File: src/rtl/sample_timer_pkg.sv
// sample_timer_pkg: shared definitions for the IFC sample-clock generator.
//   - CNT_W            : width of every channel counter and period.
//   - scp_unit_e       : channel-5 period unit codes.
//   - CHn_US           : fixed-channel periods in microseconds.
//   - us_to_cycles()   : converts a microsecond count to system-clock cycles.
package sample_timer_pkg;

    localparam int unsigned CNT_W = 24;

    typedef enum logic [1:0] {
        SCP_UNIT_CLK   = 2'd0,
        SCP_UNIT_US    = 2'd1,
        SCP_UNIT_10US  = 2'd2,
        SCP_UNIT_100US = 2'd3
    } scp_unit_e;

    localparam int unsigned CH1_US = 1;
    localparam int unsigned CH2_US = 10;
    localparam int unsigned CH3_US = 100;
    localparam int unsigned CH4_US = 1000;

    function automatic logic [CNT_W-1:0] us_to_cycles(input int unsigned freq,
                                                      input int unsigned us);
        return CNT_W'(freq * us);
    endfunction

endpackage

File: src/rtl/sample_clk_div.sv
// sample_clk_div: one square-wave sample-clock channel.
//   clk    in   system clock
//   rst_n  in   asynchronous active-low reset
//   en     in   channel enable (synchronous level)
//   period in   requested period in cycles, sampled only at period boundaries
//   clk_o  out  registered sample clock, high for floor(P/2) of every P cycles
module sample_clk_div
    import sample_timer_pkg::*;
(
    input  logic             clk,
    input  logic             rst_n,
    input  logic             en,
    input  logic [CNT_W-1:0] period,
    output logic             clk_o
);

    logic [CNT_W-1:0] cnt_q, cnt_d;
    logic [CNT_W-1:0] per_q, per_d;
    logic             out_q, out_d;

    // cnt_q holds the phase that will be presented on the next edge.
    // A latched period below 2 marks the channel as idle/held: the load is
    // retried every cycle, which also covers the idle -> run start.
    always_comb begin
        cnt_d = cnt_q;
        per_d = per_q;
        out_d = out_q;
        if (!en) begin
            cnt_d = '0;
            per_d = '0;
            out_d = 1'b0;
        end else if (per_q < CNT_W'(2)) begin
            per_d = period;
            if (period >= CNT_W'(2)) begin
                cnt_d = CNT_W'(1);
                out_d = 1'b1;
            end else begin
                cnt_d = '0;
                out_d = 1'b0;
            end
        end else begin
            out_d = (cnt_q < (per_q >> 1));
            if (cnt_q == per_q - CNT_W'(1)) begin
                cnt_d = '0;
                per_d = period;
            end else begin
                cnt_d = cnt_q + CNT_W'(1);
            end
        end
    end

    always_ff @(posedge clk or negedge rst_n) begin
        if (!rst_n) begin
            cnt_q <= '0;
            per_q <= '0;
            out_q <= 1'b0;
        end else begin
            cnt_q <= cnt_d;
            per_q <= per_d;
            out_q <= out_d;
        end
    end

    assign clk_o = out_q;

endmodule

File: src/rtl/ifc_sample_timer.sv
// ifc_sample_timer: five-channel sample-clock generator.
//   freq        parameter  system clock in MHz (cycles per us), >= 2
//   clk, rst_n  in         system clock, asynchronous active-low reset
//   en1..en5    in         per-channel enables
//   scp_period  in         channel-5 period count (10 bits)
//   scp_unit    in         channel-5 unit: clk / 1 us / 10 us / 100 us
//   clk_o1..4   out        fixed 1 us / 10 us / 100 us / 1 ms sample clocks
//   clk_o5      out        programmable scope sample clock
// Build option: define SAMPLE_TIMER_SCP_EN to build channel 5; otherwise
// clk_o5 is tied low and en5/scp_period/scp_unit are ignored.
module ifc_sample_timer
    import sample_timer_pkg::*;
#(
    parameter int unsigned freq = 100
) (
    input  logic       clk,
    input  logic       rst_n,
    input  logic       en1,
    input  logic       en2,
    input  logic       en3,
    input  logic       en4,
    input  logic       en5,
    input  logic [9:0] scp_period,
    input  logic [1:0] scp_unit,
    output logic       clk_o1,
    output logic       clk_o2,
    output logic       clk_o3,
    output logic       clk_o4,
    output logic       clk_o5
);

    localparam logic [CNT_W-1:0] P1 = us_to_cycles(freq, CH1_US);
    localparam logic [CNT_W-1:0] P2 = us_to_cycles(freq, CH2_US);
    localparam logic [CNT_W-1:0] P3 = us_to_cycles(freq, CH3_US);
    localparam logic [CNT_W-1:0] P4 = us_to_cycles(freq, CH4_US);

    sample_clk_div u_ch1 (.clk(clk), .rst_n(rst_n), .en(en1), .period(P1), .clk_o(clk_o1));
    sample_clk_div u_ch2 (.clk(clk), .rst_n(rst_n), .en(en2), .period(P2), .clk_o(clk_o2));
    sample_clk_div u_ch3 (.clk(clk), .rst_n(rst_n), .en(en3), .period(P3), .clk_o(clk_o3));
    sample_clk_div u_ch4 (.clk(clk), .rst_n(rst_n), .en(en4), .period(P4), .clk_o(clk_o4));

`ifdef SAMPLE_TIMER_SCP_EN
    localparam logic [CNT_W-1:0] MULT_US    = us_to_cycles(freq, 1);
    localparam logic [CNT_W-1:0] MULT_10US  = us_to_cycles(freq, 10);
    localparam logic [CNT_W-1:0] MULT_100US = us_to_cycles(freq, 100);

    logic [CNT_W-1:0] p5;

    // Constant multipliers only; 1023 * 100 * freq fits 24 bits for freq <= 163.
    always_comb begin
        p5 = CNT_W'(scp_period);
        unique case (scp_unit_e'(scp_unit))
            SCP_UNIT_CLK:   p5 = CNT_W'(scp_period);
            SCP_UNIT_US:    p5 = CNT_W'(scp_period) * MULT_US;
            SCP_UNIT_10US:  p5 = CNT_W'(scp_period) * MULT_10US;
            SCP_UNIT_100US: p5 = CNT_W'(scp_period) * MULT_100US;
        endcase
    end

    sample_clk_div u_ch5 (.clk(clk), .rst_n(rst_n), .en(en5), .period(p5), .clk_o(clk_o5));
`else
    logic unused_scp;
    assign unused_scp = ^{en5, scp_period, scp_unit};
    assign clk_o5     = 1'b0;
`endif

endmodule

File: config.mk
export PLATFORM = sky130hd
export DESIGN_NAME = ifc_sample_timer
export DESIGN_NICKNAME = d
export VERILOG_FILES = /design/src/rtl/sample_timer_pkg.sv /design/src/rtl/sample_clk_div.sv /design/src/rtl/ifc_sample_timer.sv
export SDC_FILE = /design/constraint.sdc
export NUM_CORES = 1
export LEC_CHECK = 0
export ABC_CLOCK_PERIOD_IN_PS = 1880
export CORE_MARGIN = 2
export CORE_UTILIZATION = 30
export CTS_CLUSTER_DIAMETER = 100
export CTS_CLUSTER_SIZE = 10
export DETAILED_ROUTE_END_ITERATION = 10
export SLEW_MARGIN = 40
export SYNTH_ARGS = -nofsm -noshare
export SYNTH_HDL_FRONTEND = slang
export SYNTH_SLANG_ARGS = --single-unit
File: constraint.sdc
create_clock -name clk -period 1.88 [get_ports clk]
set_input_delay 0.188 -clock clk [delete_from_list [all_inputs] [get_ports clk]]
set_output_delay 0.188 -clock clk [all_outputs]
set_load 0.05 [all_outputs]
==> results of run 1 <==
==> worst max path at each step <==
stage	start	endpoint	slack, ns	depth (start not counted)
floorplan	u_ch2.per_q[8]	u_ch2.cnt_q[3]	-0.04	7
global placement	u_ch4.per_q[15]	u_ch4.cnt_q[12]	-0.05	7
detailed placement	u_ch4.per_q[15]	u_ch4.cnt_q[3]	-0.12	7
CTS	u_ch4.per_q[15]	u_ch4.cnt_q[15]	-0.04	8
global route	u_ch4.per_q[15]	u_ch4.cnt_q[16]	-0.16	8
finish	u_ch4.cnt_q[6]	u_ch4.cnt_q[2]	-0.06	7
==> metal layers <==
| layer | vias to the layer above | part of all wire (%) | global-route usage, % |
|---|---|---|---|
| li1 | 2476 | - | - |
| met1 | 2404 | 49 | 18.27 |
| met2 | 54 | 48 | 21.08 |
| met3 | 11 | 2.6 | 2.725 |
| met4 | 0 | 0.96 | 4.211 |
| met5 | - | 0 | 0 |
==> state kept, by name, summed over array words and instances (netlist names) <==
register and cells:
u_ch1.clk_o 1, u_ch4.per_q 1, u_ch4.cnt_q 24, u_ch3.per_q 1
u_ch3.cnt_q 24, u_ch2.clk_o 1, u_ch1.cnt_q 24, u_ch2.cnt_q 24
u_ch1.per_q 1, u_ch4.clk_o 1, u_ch3.clk_o 1, u_ch2.per_q 1
==> area by class of cell <==
cell class / count / area [um^2] / share of cell area (%)
clock inverters: 5 / 56.30 / 0.7312
multi-input cells: 455 / 3288 / 42.70
flip-flops and latches: 104 / 2609 / 33.88
inverters: 24 / 92.59 / 1.202
repair buffers: 133 / 1132 / 14.71
well taps: 234 / 292.8 / 3.802
clock buffers: 10 / 229.0 / 2.974
==> per-stage QoR <==
step	hold WS (ns)	instance area, um^2	TNS [ns]	setup slack, ns
3_5_place_dp	0.1551	6805	-2.133	-0.1198
3_3_place_gp	0.1500	6805	-0.6298	-0.04945
5_1_grt	0.3665	7700	-4.913	-0.1628
2_1_floorplan	-0.1076	5794	-0.6059	-0.03706
4_1_cts	0.3282	7226	-0.7444	-0.03876
6_report	0.3205	7700	-0.7940	-0.05766
==> cell usage in the layout, fill, tap and decap left out, drive strengths merged, types with 2 or more instances in the layout <==
cell	count
buf	123
dfrtp	104
nor2	63
a21oi	39
nand3	37
nand2	31
o21ai	31
nand4	29
xnor2	27
or3	25
inv	25
xor2	23
or4	22
nor4	21
o31ai	21
ha	20
nor3	13
clkbuf	11
and4	9
clkdlybuf4s50	8
and3	7
and2	5
nor4b	3
nand2b	2
o311ai	2
o211ai	2
o21a	2
o311a	2
clkinv	2
a21boi	2
or2	2
or3b	2
==> power by group <==
part / total, uW / internal (uW) / switching [uW] / leakage [uW]
Combinational: 347 / 148 / 199 / 0.00152
Sequential: 2280 / 2260 / 17.5 / 0.00142
Clock: 1870 / 1030 / 841 / 0.000139
Total: 4490 / 3430 / 1060 / 0.00307
==> what timing repair did <==
action                                  CTS  global route
cloned                                    1             4
pin swaps                                18            31
hold buffers                              1             0
endpoints found under the hold margin    27             0
buffers inserted                          3            19
resized for setup                        20            88
endpoints found under the setup margin   32            86
==> critical path: cells and delay by family (launching register included) <==
kind	cells	cell delay, ns
DFF	1	0.49
adders and majority gates	1	0.26
AOI/OAI and AO/OA	1	0.27
and+or+nand+nor	3	0.51
buffers and inverters	2	0.28
==> cell families after synthesis <==
family	after synthesis	synth area share, %
buf+inv	53	3.791
simple gates	276	26.84
xor+xnor	50	7.669
compound gates	108	11.68
flops	104	45.57
fa+ha+maj	20	4.382
other cells	1	0.06567
==> reports/qor.yml, run 1 <==
outcome: "complete, but fails checks"
violations: "negative setup slack"
grt.total_usage_pct: 13.28
clk_latency_ns: 0.35
io_pins: 24
htree_num_levels: 3
p_leak_uw: 0.003075
wl_per_cell_um: 13.84
async_flop_share_pct: 100.0
ys_top_cells_by_area: "dfrtp_1, ha_1, nor2_1, xnor2_1, xor2_1"
setup_viol_count_final: 18
period_minus_slack_ns: 1.938
synth_area_leader_cell: "dfrtp_1"
cts_tree: "yes"
r2r-end: "u_ch4.cnt_q[2]"
grt_pass1_wl_um: 21890
synth_area_um2: 5710
critPathMaxStageDelay_ns: 0.49
antenna_cells: 0
maxSlewViolCount: 0
r2r-start: "u_ch4.cnt_q[6]"
crit_arrival_ns: 2.18
port_buffers: 9
required_ns: 2.12
syn_avg_cell_area_um2: 9.331
synth_cell_types: 51
postSynthCellCount: 612
fin_crit_sh_pct: 103.1
dr.pass1.iters: 5
drc: 0
ys_ff_latch: 104
vias: 4945
die_w_um: 142.0
fin_nets: 766
skew_ns: 0.006658
post-place-cells: 924
die_area_um2: 20150
cts_buffer_depth: 2
powerDensity_nw_per_um2: 583.3
coreArea_um2: 18710
die_h_um: 142.0
max_freq_mhz: 516.1
antenna_found_initial: 0
vdd_drop_max_uv: 430.4
synth_fp_nets: 651
max_cap_viol_count: 0
critical_path_class: "flop to flop"
end_kind: "flop"
clockRootBuffer: "clkbuf_16"
rsz0062_at_grt: "yes"
ys_warn_count: 0
synth_edf_count: 0
hpwl_um: 8844
synthTopCellsByCount: "dfrtp_1, nor2_1, a21oi_1"
start_util_pct: 30.53
synth.most_common_cell: "dfrtp_1"
hp-class: "input port to asynchronous set/reset pin"
area_delta_synth_final_pct: 34.84
place_congestion: 0.7785
seq_area_frac_synth_pct: 45.57
cp-start-kind: "flop"
cts.sinks: 104
power_uw: 4491
critPathMaxFanout: 8
fillers: 1790
fin_util_pct: 41.16
grt-ovfl-total: 0
cts-buffers-inserted: 9
yosys.area.top_type_share_pct: 45.57
drt-total-wl_um: 13360
hold_viol: 0
viasPerCell: 5.124
crit_chain: "ha_4 -> nor4b_4 -> nand4_1 -> o31ai_4 -> buf_6 -> buf_8 -> nor2_1"
ant_nets: 0
synthFlopType: "dfrtp_1"
reg2regPathDepth: 7
grt_pass1_vias: 4696
clk_pin_slew_ns: 0.07
final_cells: 965
r2r_setup_slack_ns: -0.06
worst_slack_ns: -0.05766
layout-drive-gt1-share_pct: 29.96
critPathSlowestCell: "dfrtp_1"
row_count: 50
drt_iter0_markers: 264
grt_max_degree: 42
(Power assumes the default switching activity.)
==> run 2, diff against run 1 <==
--- a/config.mk
+++ b/config.mk
@@ -5,12 +5,13 @@
 export SDC_FILE = /design/constraint.sdc
 export NUM_CORES = 1
 export LEC_CHECK = 0
-export ABC_CLOCK_PERIOD_IN_PS = 1880
+export ABC_CLOCK_PERIOD_IN_PS = 2480
 export CORE_MARGIN = 2
 export CORE_UTILIZATION = 30
 export CTS_CLUSTER_DIAMETER = 100
 export CTS_CLUSTER_SIZE = 10
 export DETAILED_ROUTE_END_ITERATION = 10
+export GPL_TIMING_DRIVEN = 0
 export SLEW_MARGIN = 40
 export SYNTH_ARGS = -nofsm -noshare
 export SYNTH_HDL_FRONTEND = slang
==> constraint.sdc (replaced) <==
create_clock -name clk -period 2.48 [get_ports clk]
set_input_delay 0.248 -clock clk [delete_from_list [all_inputs] [get_ports clk]]
set_output_delay 0.248 -clock clk [all_outputs]
set_load 0.05 [all_outputs]
==> reports/qor.yml, run 2 (same netlist as run 1, synthesis figures left out) <==
antenna_found_initial: 0  # unchanged
grt_max_degree: 55  # +31%
clk_latency_ns: 0.35  # about the same
fillers: 1918  # +7.2%
layout_common_cells: "dfrtp_1, nor2_1, a21oi_1"
worst_slack_ns: 0.1413  # +0.1989 ns
wl_per_cell_um: 13.44  # -2.9%
hold_viol: 0  # unchanged
port_buffers: 9  # unchanged
cp-start-kind: "flop"
hpwl_um: 8042  # -9.1%
cts_buffer_depth: 2  # unchanged
drt_iter0_markers: 272  # +3.0%
period_minus_slack_ns: 2.339  # +0.4011 ns
skew_ns: 0.01164  # +0.004979 ns
ant_nets: 0  # unchanged
place_ws_ns: -0.01473  # +0.1051 ns
drc: 0  # unchanged
fin_util_pct: 34.39  # -6.8 points
die_h_um: 142.0  # unchanged
cts_tree: "yes"
row_count: 50  # unchanged
slew_headroom_pct: 66.30
clockRootBuffer: "clkbuf_16"
start_util_pct: 30.53  # unchanged
max_freq_mhz: 427.6  # -17%
dr.pass1.iters: 6  # +1
grt_pass1_vias: 4412  # -6.0%
postCtsSetupRepairBufs: 0  # -3
layout_commonest_cell: "dfrtp_1"
grt.total_usage_pct: 12.62  # -0.66 points
multi_input_area_um2: 2905  # -12%
required_ns: 2.71  # +0.59 ns
cts-buffers-inserted: 9  # unchanged
max_cap_viol_count: 0  # unchanged
grt-ovfl-total: 0  # unchanged
critical_path_class: "flop to flop"
viasPerCell: 5.222  # +1.9%
clk_pin_slew_ns: 0.07  # about the same
antenna_cells: 0  # unchanged
fin_crit_sh_pct: 94.30  # -8.8 points
final-seq-area_um2: 2603  # -0.24%
end_kind: "flop"
worst_pin_slew_ns: 0.5024
place_congestion: 0.8016  # +3.0%
die_area_um2: 20150  # unchanged
hp-class: "input port to asynchronous set/reset pin"
vdd_drop_max_uv: 220.8  # -49%
setup_viol_count_final: 0  # -18
powerDensity_nw_per_um2: 504.6  # -13%
area_delta_synth_final_pct: 12.66
drt-total-wl_um: 11720  # -12%
grt_pass1_wl_um: 21070  # -3.7%
fin_nets: 673  # -12%
htree_num_levels: 3  # unchanged
cts.sinks: 104  # unchanged
io_pins: 24  # unchanged
die_w_um: 142.0  # unchanged
p_leak_uw: 0.002492  # -19%
critPathMaxFanout: 10  # +2
vias: 4554  # -7.9%
outcome: "finished clean"
power_uw: 3247  # -28%
crit_arrival_ns: 2.57  # +0.39 ns
layout-drive-gt1-share_pct: 7.053  # -23 points
maxSlewViolCount: 0  # unchanged
coreArea_um2: 18710  # unchanged
-- run 2: area by class of cell --
| class | instances | area share, % |
|---|---|---|
| Buffer | 29 | 2.120 |
| Tap cell | 234 | 4.551 |
| Sequential cell | 104 | 40.45 |
| Inverter | 24 | 1.400 |
| Clock inverter | 4 | 0.4862 |
| Timing Repair Buffer | 11 | 2.061 |
| Multi-Input combinational cell | 455 | 45.16 |
| Clock buffer | 11 | 3.773 |
-- run 2: path summary, 6_finish.rpt --
kind / from / endpoint / slack, ns / depth (start not counted)
setup reg to reg: u_ch4.per_q[15] / u_ch4.cnt_q[11] / 0.14 / 7
setup / recovery: u_ch4.per_q[15] / u_ch4.cnt_q[11] / 0.14 / 7
hold reg to reg: u_ch2.per_q[8] / u_ch2.cnt_q[0] / 0.54 / 1
min in group clk: en4 / u_ch4.per_q[15] / 0.51 / 2
max in group asynchronous: rst_n / u_ch4.cnt_q[0] / 1.49 / 3
hold / removal: rst_n / u_ch1.cnt_q[5] / 0.39 / 2
-- run 2: layer usage --
layer  global-route usage (%)  vias to the layer above  routed length, um
li1                         -                     2294                  -
met1                    17.27                     2213               5881
met2                    20.08                       35               5441
met3                    2.153                       12                206
met4                    4.737                        0                188
met5                        0                        -                  0
-- run 2: metrics by stage --
step	area [um^2]	setup TNS, ns	cells	hold WS [ns]
detailed placement	6126	-0.04511	856	0.1899
global route	6434	-0.004488	872	0.4230
global placement	6093	-313.27	855	0.5299
floorplan	5710	0	612	-0.04759
finish	6434	0	872	0.3930
CTS	6415	0	872	0.4004
-- run 2: worst max-delay path: stages (launching register included) --
cell and delay, ns:
dfrtp_1 0.46, inv_1 0.16, ha_1 0.35, nor4b_1 0.36, nand4_1 0.22, o31ai_4 0.31, clkbuf_4 0.29, nor2_1 0.08
-- run 2: repair_timing --
item                       CTS  global route
setup endpoints to repair   13            52
pin swaps                    0             0
resized for setup            1            11
hold endpoints to repair    50             0
hold buffers                 1             0
-- run 2: report_power, final --
group	switching [uW]	leakage (uW)	internal [uW]	total, uW
clock	634	0.000124	705	1340
combinational	118	0.000944	60.1	178
sequential	17.1	0.00142	1710	1730
total	769	0.00249	2480	3250
==> run 3, diff against run 2 <==
--- a/config.mk
+++ b/config.mk
@@ -5,7 +5,7 @@
 export SDC_FILE = /design/constraint.sdc
 export NUM_CORES = 1
 export LEC_CHECK = 0
-export ABC_CLOCK_PERIOD_IN_PS = 2480
+export ABC_CLOCK_PERIOD_IN_PS = 1900
 export CORE_MARGIN = 2
 export CORE_UTILIZATION = 30
 export CTS_CLUSTER_DIAMETER = 100
==> constraint.sdc (replaced) <==
create_clock -name clk -period 1.9 [get_ports clk]
set_input_delay 0.19 -clock clk [delete_from_list [all_inputs] [get_ports clk]]
set_output_delay 0.19 -clock clk [all_outputs]
set_load 0.05 [all_outputs]
==> reports/qor.yml, run 3 (same netlist as run 1, synthesis figures left out) <==
violations: "negative setup slack"
coreArea_um2: 18710  # unchanged
worst_slack_ns: -0.07082  # -0.2121 ns
row_count: 50  # unchanged
place_congestion: 0.7917  # -1.2%
hp-class: "input port to asynchronous set/reset pin"
critPathCapture: "u_ch4.cnt_q[22]"
p_leak_uw: 0.002842  # +14%
setup_viol_count_final: 45  # +45
hpwl_um: 8013  # -0.37%
cts.sinks: 104  # unchanged
clk_pin_slew_ns: 0.07  # about the same
design_area_um2: 7398  # +15%
die_w_um: 142.0  # unchanged
outcome: "complete, but fails checks"
placed_cell_area_um2: 6188  # +1.0%
grt.total_usage_pct: 13.50  # +0.88 points
grt-ovfl-total: 0  # unchanged
io_pins: 24  # unchanged
fin_crit_sh_pct: 103.7  # +9.4 points
r2r-start: "u_ch4.per_q[15]"
antenna_cells: 0  # unchanged
rsz0062_at_grt: "yes"
drt_iter0_markers: 356  # +31%
crit_arrival_ns: 2.21  # -0.36 ns
vias: 4914  # +7.9%
layout-drive-gt1-share_pct: 26.38  # +19 points
max_cap_viol_count: 0  # unchanged
grt_max_degree: 72  # +31%
clk_latency_ns: 0.36  # about the same
grt_pass1_wl_um: 22340  # +6.0%
drt-total-wl_um: 13530  # +15%
cts-buffers-inserted: 9  # unchanged
antenna_found_initial: 0  # unchanged
r2r_setup_slack_ns: -0.07  # -0.21 ns
clockRootBuffer: "clkbuf_16"
fillers: 1773  # -7.6%
maxSlewViolCount: 0  # unchanged
port_buffers: 9  # unchanged
cp-start-kind: "flop"
start_util_pct: 30.53  # unchanged
tns_ns: -1.653  # -1.653 ns
end_kind: "flop"
drc: 0  # unchanged
fin_nets: 725  # +7.7%
layout_common_cells: "dfrtp_1, nor2_1, buf_4"
htree_num_levels: 3  # unchanged
cts_tree: "yes"
die_h_um: 142.0  # unchanged
ant_nets: 0  # unchanged
critical_path_class: "flop to flop"
startpoint: "u_ch4.per_q[15]"
max_freq_mhz: 507.4  # +19%
critPathMaxFanout: 6  # -4
powerDensity_nw_per_um2: 605.0  # +20%
area_delta_synth_final_pct: 29.56
die_area_um2: 20150  # unchanged
grt_pass1_vias: 4721  # +7.0%
r2r-end: "u_ch4.cnt_q[22]"
dr.pass1.iters: 4  # -2
period_minus_slack_ns: 1.971  # -0.3679 ns
viasPerCell: 5.318  # +1.8%
vdd_drop_max_uv: 340.3  # +54%
hold_viol: 0  # unchanged
layout_commonest_cell: "dfrtp_1"
place_ws_ns: -0.4745  # -0.4598 ns
reg2regPathDepth: 8  # +1
skew_ns: 0.004380  # -0.007257 ns
power_uw: 4476  # +38%
required_ns: 2.14  # -0.57 ns
wl_per_cell_um: 14.65  # +9.0%
cts_buffer_depth: 2  # unchanged
[run 3: cell count changes in the layout (fill, tap and decap cells not counted), moves of 7 or more]
cell | before | now
a21oi_2 | 1 | 16
nor2_1 | 63 | 56
buf_4 | 1 | 51
buf_6 | 0 | 9
a21oi_1 | 38 | 22
or4_4 | 1 | 8
ha_4 | 0 | 7
dfrtp_1 | 104 | 84
clkbuf_1 | 14 | 7
ha_1 | 20 | 11
dfrtp_2 | 0 | 20
nor2_2 | 0 | 7
[run 3: worst max-delay path, stage by stage (launching register included)]
cell and delay, ns:
dfrtp_2 0.41, clkinv_4 0.11, ha_4 0.24, nor4b_4 0.26, nand4_1 0.19, o31ai_4 0.30, buf_6 0.17, buf_8 0.13
a21oi_2 0.04
[run 3: area by class of cell]
type                    instances  area [um^2]  share of cell area [%]
flip-flops and latches        104         2628                   35.51
inverters                      24        95.09                   1.285
clock inverters                 3        42.54                  0.5750
well taps                     234        292.8                   3.957
clock buffers                  12        246.5                   3.332
repair buffers                 70        639.4                   8.642
multi-input cells             455         3264                   44.12
plain buffers                  22        190.2                   2.571
[run 3: what timing repair did]
action                                 4_1_cts  5_1_grt
gates resized for setup                     58       76
gates cloned                                 2        6
setup endpoints to repair                   90       90
setup buffers                               28       23
hold buffers                                 1        0
endpoints found under the hold margin       33        0
pin swaps                                   12       30
[run 3: through the flow]
step	cells	hold WS, ns	util (%)
floorplan	612	-0.1056	-
global placement	855	0.5280	32.91
detailed placement	856	0.08275	33.08
CTS	896	0.2948	36.94
global route	924	0.3030	39.55
finish	924	0.2882	39.55
[run 3: power breakdown]
part	leakage [uW]	total, uW	switching [uW]	internal [uW]
registers	0.00139	2260	22.9	2240
logic	0.00131	358	195	163
clock network	0.000139	1860	809	1050
total	0.00284	4480	1030	3450
[run 3: metal layers]
metal,vias up,track usage (%),part of all wire (%)
met5,-,0,0
met4,0,5.579,1.9
met3,18,2.423,2.2
met2,55,21.72,48
met1,2443,18.00,48
li1,2398,-,-
[run 3: worst min path at each step]
stage               slack [ns]            from             end  depth (start not counted)
finish                    0.29           rst_n  u_ch2.per_q[8]                          2
global route              0.30           rst_n  u_ch2.cnt_q[2]                          2
CTS                       0.29           rst_n  u_ch2.per_q[8]                          2
detailed placement        0.08           rst_n  u_ch2.cnt_q[0]                          1
global placement          0.53  u_ch2.per_q[8]  u_ch2.cnt_q[0]                          1
floorplan                -0.11           rst_n     u_ch1.clk_o                          0
